## config.mk

```make
export PLATFORM = sky130hd
export DESIGN_NAME = gate_model_bist
export DESIGN_NICKNAME = d
export VERILOG_FILES = /design/src/rtl/gate_model_bist.sv
export SDC_FILE = /design/constraint.sdc
export NUM_CORES = 1
export LEC_CHECK = 0
export CORE_MARGIN = 1.5
export CORE_UTILIZATION = 52
export CTS_CLUSTER_SIZE = 10
export DETAILED_ROUTE_END_ITERATION = 12
export HOLD_SLACK_MARGIN = 0.12
export PLACE_DENSITY_LB_ADDON = 0.08
export SYNTH_ARGS = -nofsm -noshare
export SYNTH_HDL_FRONTEND = slang
export SYNTH_SLANG_ARGS = --single-unit
```

## constraint.sdc

```tcl
create_clock -name clk -period 4.8 [get_ports clk]
set_input_delay 0.48 -clock clk [delete_from_list [all_inputs] [get_ports clk]]
set_output_delay 0.48 -clock clk [all_outputs]
set_load 0.01 [all_outputs]
```

## src/rtl/gate_model_bist.sv

```systemverilog
// BIST wrapper: LFSR patterns drive one combinational gate model and a MISR compacts its outputs.
// One pattern per SETTLE+1 cycles; the verdict (pass) is registered alongside a one-cycle done pulse.
module gate_model_bist #(
    parameter int              IN_W      = 15,
    parameter int              OUT_W     = 10,
    parameter int              CNT_W     = 16,
    parameter int              SETTLE    = 0,
    parameter logic [IN_W-1:0] LFSR_POLY = 15'h6000,
    parameter logic [OUT_W-1:0] MISR_POLY = 10'h240
) (
    input  logic             clk,
    input  logic             rst_n,
    input  logic             start_i,
    input  logic             abort_i,
    input  logic [CNT_W-1:0] num_patterns_i,
    input  logic [IN_W-1:0]  seed_i,
    input  logic [OUT_W-1:0] golden_i,
    output logic [IN_W-1:0]  dut_in_o,
    input  logic [OUT_W-1:0] dut_out_i,
    output logic             busy_o,
    output logic             done_o,
    output logic             pass_o,
    output logic [OUT_W-1:0] signature_o,
    output logic [CNT_W-1:0] pat_count_o
);

    localparam int             SW       = (SETTLE > 0) ? $clog2(SETTLE + 1) : 1;
    localparam logic [SW-1:0]  SETTLE_V = SW'(SETTLE);

    localparam logic [0:0] IDLE  = 1'b0;
    localparam logic [0:0] APPLY = 1'b1;

    logic [0:0]       state_q,  state_d;
    logic [IN_W-1:0]  dut_in_q, dut_in_d;
    logic [OUT_W-1:0] sig_q,    sig_d;
    logic [CNT_W-1:0] cnt_q,    cnt_d;
    logic [CNT_W-1:0] num_q,    num_d;
    logic [SW-1:0]    settle_q, settle_d;
    logic             done_q,   done_d;
    logic             pass_q,   pass_d;

    logic [IN_W-1:0]  lfsr_next;
    logic [OUT_W-1:0] misr_next;
    logic [CNT_W-1:0] cnt_inc;
    logic             last_pat;

    assign lfsr_next = {dut_in_q[IN_W-2:0], ^(dut_in_q & LFSR_POLY)};
    assign misr_next = {sig_q[OUT_W-2:0], ^(sig_q & MISR_POLY)} ^ dut_out_i;
    assign cnt_inc   = cnt_q + CNT_W'(1);
    assign last_pat  = (cnt_inc == num_q);

    always_comb begin
        state_d  = state_q;
        dut_in_d = dut_in_q;
        sig_d    = sig_q;
        cnt_d    = cnt_q;
        num_d    = num_q;
        settle_d = settle_q;
        done_d   = 1'b0;
        pass_d   = pass_q;

        case (state_q)
            IDLE: begin
                if (start_i) begin
                    sig_d = '0;
                    cnt_d = '0;
                    if (num_patterns_i != '0) begin
                        num_d    = num_patterns_i;
                        // An all-zero seed would lock the LFSR at zero forever.
                        dut_in_d = (seed_i == '0) ? IN_W'(1) : seed_i;
                        pass_d   = 1'b0;
                        settle_d = SETTLE_V;
                        state_d  = APPLY;
                    end else begin
                        done_d = 1'b1;
                        pass_d = (golden_i == '0);
                    end
                end
            end
            APPLY: begin
                if (abort_i) begin
                    state_d = IDLE;
                    pass_d  = 1'b0;
                end else if (settle_q != '0) begin
                    settle_d = settle_q - SW'(1);
                end else begin
                    sig_d = misr_next;
                    cnt_d = cnt_inc;
                    if (last_pat) begin
                        state_d = IDLE;
                        done_d  = 1'b1;
                        pass_d  = (misr_next == golden_i);
                    end else begin
                        dut_in_d = lfsr_next;
                        settle_d = SETTLE_V;
                    end
                end
            end
            default: state_d = IDLE;
        endcase
    end

    always_ff @(posedge clk or negedge rst_n) begin
        if (!rst_n) begin
            state_q  <= IDLE;
            dut_in_q <= '0;
            sig_q    <= '0;
            cnt_q    <= '0;
            num_q    <= '0;
            settle_q <= '0;
            done_q   <= 1'b0;
            pass_q   <= 1'b0;
        end else begin
            state_q  <= state_d;
            dut_in_q <= dut_in_d;
            sig_q    <= sig_d;
            cnt_q    <= cnt_d;
            num_q    <= num_d;
            settle_q <= settle_d;
            done_q   <= done_d;
            pass_q   <= pass_d;
        end
    end

    assign dut_in_o    = dut_in_q;
    assign busy_o      = (state_q == APPLY);
    assign done_o      = done_q;
    assign pass_o      = pass_q;
    assign signature_o = sig_q;
    assign pat_count_o = cnt_q;

endmodule

```

### Yosys cells after proc, flatten, opt, wreduce, memory -nomap -nowiden

Index checks and enable logic that the tools add are counted.

| operators by class | value |
|---|---|
| multiplexer cells | 38 |
| reduce and logical (&&, ||, !) cells | 10 |
| add/subtract/negate cells | 2 |
| equality and inequality tests | 9 |
| bitwise logic cells | 2 |

Operator list:

| cell | count |
|---|---|
| two-way mux 15 bit | 6 |
| two-way mux 16 bit | 3 |
| case mux 16 bit (2 select lines) | 1 |
| two-way mux 10 bit | 3 |
| case mux 15 bit (2 select lines) | 1 |
| case mux 10 bit (2 select lines) | 1 |
| two-way mux 1 bit | 19 |
| adder 16 x 1 -> 16 bit, second input constant | 1 |
| equality test 16 bit | 1 |
| nonzero test 16 bit | 1 |
| zero test 15 bit | 1 |
| XOR reduction 15 bit | 1 |
| AND reduction 3 bit | 4 |
| equality test 10 bit | 1 |
| zero test 10 bit | 1 |
| inequality test 2 bit, second input constant | 5 |
| XOR reduction 10 bit | 1 |
| bitwise XOR 10 bit | 1 |
| case mux 1 bit (2 select lines) | 4 |
| AND reduction 5 bit | 1 |
| inequality test 3 x 2 -> 1 bit, second input constant | 1 |
| inequality test 3 bit, second input constant | 1 |
| inverter 1 bit | 1 |
| subtractor 1 bit, second input constant | 1 |

| storage, ports and cells | value |
|---|---|
| bits of input ports | 55 |
| flip-flop bits (word level) | 61 |

### Depth between registers and ports, before layout

| logic depth | value |
|---|---|
| depth in word-level cells | 7 |
| gate-level depth with buffers | 11 |

### Worst setup path after synthesis

OpenSTA, ideal clock, no wires.

| timing path | value |
|---|---|
| path kind | register to register |
| start point | reg cnt_q[1], in the netlist pat_count_o[1] |
| end point | reg dut_in_q[14], in the netlist dut_in_o[14] |
| path buffers | 3 |
| arrival | 2.880 ns |
| cell stages (with the launch flop) | 12 |
| setup slack | 1.795 ns |
| path through | dfrtp_1 > ha_1 > buf_2 > nand4_1 > nor4_2 > xor2_1 > or3_1 > a211o_1 > a21o_1 > buf_6 > buf_6 > mux2_4 |

| on the way | value |
|---|---|
| word-level cells in the longest chain between the ends | 4 |

Ends and longest elaborated chain:

| item | line | text |
|---|---|---|
| start: declaration | 36 | `logic [CNT_W-1:0] cnt_q, cnt_d;` |
| start signal: assignment | 117 | `cnt_q <= cnt_d;` |
| adder 16 x 1 -> 16 bit | 49 | `assign cnt_inc = cnt_q + CNT_W'(1);` |
| equality test 16 bit | 50 | `assign last_pat = (cnt_inc == num_q);` |
| inequality test 2 bit (no line) | - |  |
| AND reduction 5 bit (no line) | - |  |
| end signal: assignment | 115 | `dut_in_q <= dut_in_d;` |
| end: declaration | 34 | `logic [IN_W-1:0] dut_in_q, dut_in_d;` |

Every way passes these cells.
A chain may end at the register's enable or synchronous reset.

### Final worst setup path

| timing path | value |
|---|---|
| start point | reg cnt_q[0], in the netlist pat_count_o[0] |
| end point | reg dut_in_q[10], in the netlist dut_in_o[10] |

The elaborated chain is that of the path after synthesis.

==> results.yml <==
run_status:
  status: "completed"
die:
  die_x_um: 85.8
  die_area_sq_mm: 0.00736
  die_height_um: 85.8
  io_pins: 99
  start_util_pct: 54.9
  core_sq_mm: 0.00649
  std_cell_rows: 29
sta:
  max_freq_mhz: 283
  tns_ps: 0
  rsz0062_at_grt: "false"
  finClkSkew_ps: 11.7
  slew_viol_final: 0
  worst_slew_pin_slew_ps: 999
  period_share_pct: 73.7
  setup_violations: 0
  maxSlewHeadroom_pct: 33.4
  fin_crit_ps: 3540
  hold_viol: 0
final_layout:
  num-nets-final: 481
  drive_gt1_share_pct: 15.6
  area_growth_pct: 35.0
  final_core_util_pct: 74.1
  num_antenna_cells: 0
  final_common_cell: "clkdlybuf4s50_1"
  layout_common_cells: "clkdlybuf4s50_1 (97), dfrtp_1 (60), mux2_2 (30)"
clock_tree:
  cts.sinks: 60
  post_cts_buffers: 0
  clockBufferDepth: 2
  path_clk_slew_ps: 80
  hold_buffers: 0
  postCtsResizedCells: 0
  cts_buffers: 9
  clock-root-buffer: "clkbuf_8"
  clkLatencyLatePin_ps: 350
  cts_tree: "yes"
  cts_htree_levels: 3
placed_design:
  port_buffers: 98
  gp_congestion: 0.849
  dp_hpwl_um: 6440
drt:
  dr.first_iter.drc_count: 177
  routed_wl_um: 9060
  via_per_inst: 5.87
  dr_total_vias: 2974
  dr.pass1.iters: 4
  drc_errors: 0
  routedWlPerCell_um: 17.9
  antenna_left: 0
synth:
  synth_seq_cells: 60
  ys_warn_count: 0
  synth_ff_type: "dfrtp_1"
  syn_avg_cell_area_sq_um: 10.7
  yosysSeqAreaShare_pct: 42.1
  syn-instance-count: 334
  ys_types: 53
  synthArstFlopShare_pct: 100
  synth_top_cell_by_area: "dfrtp_1"
  syn-cell-area_sq_mm: 0.00357
  synth.area.top_cells: "dfrtp_1 (42%), mux2_2 (9.5%), xor2_1 (5.6%)"
  netlist.area_leader.share_pct: 42.1
  synth_nets: 390
  synth_edf_count: 0
critical_path:
  reg2reg_from: "pat_count_o[0]"
  crit_required_ps: 5030
  worst_r2r_endpoint: "dut_in_o[10]"
  endpoint_kind: "register"
  startpoint_type: "register"
  cp-startpoint: "pat_count_o[0]"
  reg2reg_depth: 8
  arrival_ps: 3770
  cp_max_fo: 16
  r2r_slack_ps: 1260
  worst-setup-path-type: "reg2reg"
grt:
  grt_usage_pct: 26.3
  grt_max_degree: 61
  antenna_found_initial: 0
  grt_first_pass_wirelength_um: 15000
  grt_pass1_vias: 2980
  grt_overflow_total: 0
pwr:
  swShare_pct: 30.1
  combPwrFrac_pct: 33.5
  internal_power_mw: 1.44
  ir_worst_vdd_v: 0.000309
  clkPwrFrac_pct: 29.4
  power_frac_seq_pct: 37.1
  p_per_area_mw_per_mm2: 429
  p_leak_nw: 1.96
  switching_power_mw: 0.623
min_path:
  min-delay-path-class: "in2async"
flow_run:
  cap_viol_max_count: 0
## metal layers
metal / vias to the layer above / share of wire, % / global-route usage [%]
met5: - / 0 / 0
met4: 0 / 1.6 / 10.1
met3: 16 / 5.9 / 4.72
met2: 105 / 46 / 40.4
met1: 1415 / 46 / 37.2
li1: 1438 / - / -
## power by group through the flow
stage / Clock, mW / Sequential [mW] / Combinational (mW)
2_1_floorplan: 0 / 0.767 / 0.365
3_3_place_gp: 0 / 0.765 / 0.675
3_5_place_dp: 0 / 0.768 / 0.688
4_1_cts: 0.613 / 0.763 / 0.697
5_1_grt: 0.633 / 0.782 / 0.745
6_report: 0.608 / 0.767 / 0.693
## registers in the layout (all words and copies together), names as in the netlist
register     flops
signature_o     10
pass_o           1
done_o           1
busy_o           1
dut_in_o        15
pat_count_o     16
num_q           16
## cells in the mapped netlist, drive strengths merged (9+ instances only)
| library cell | number |
|---|---|
| a22o | 10 |
| buf | 11 |
| clkbuf | 11 |
| dfrtp | 60 |
| mux2 | 45 |
| nand2 | 20 |
| nand3 | 9 |
| nor2 | 17 |
| nor4 | 14 |
| o21ai | 25 |
| xnor2 | 16 |
| xor2 | 23 |
## layout make-up
type,count,area [sq um]
inverters,3,11.3
fillers,451,1680
clock buffers,9,124
repair buffers,102,1010
multi-input cells,249,1940
flip-flops and latches,60,1500
well taps,77,96.3
clock inverters,7,139
## per-stage QoR
stage                     cells  setup slack [ps]  cell area, sq um  total power [mW]  hold slack, ps
final                       507              1260              4810              2.07             279
after detailed placement    491              1300              4550              1.46             498
after global routing        507              1020              4810              2.16             371
after global placement      491              1460              4550              1.44             492
after floorplan             334              1790              3570              1.13             184
after CTS                   507              1260              4810              2.07             311
## worst max-delay path by stage
stage | endpoint
after global routing | dut_in_o[9]
after CTS | dut_in_o[10]
after detailed placement | dut_in_o[13]
after global placement | dut_in_o[12]
after floorplan | dut_in_o[14]
final | dut_in_o[10]
## cell families after synthesis
family	Yosys count	synth area share [%]
AO/OA/AOI/OAI	71	13.8
XOR/XNOR	39	9.58
adder cells (fa/ha/maj)	1	0.351
buffers and inverters	25	3.61
flip-flops	60	42.1
multiplexers	45	15.2
AND/OR/NAND/NOR	93	15.4
## worst max-delay path: stages (launching register included)
cell and delay (ps):
dfrtp_1 570, ha_1 390, nand4_1 360, nor4_2 390
xor2_1 130, or3_1 360, a211o_1 310, a21o_1 480
mux2_1 430
No activity file was read; power rests on OpenSTA's default activity.
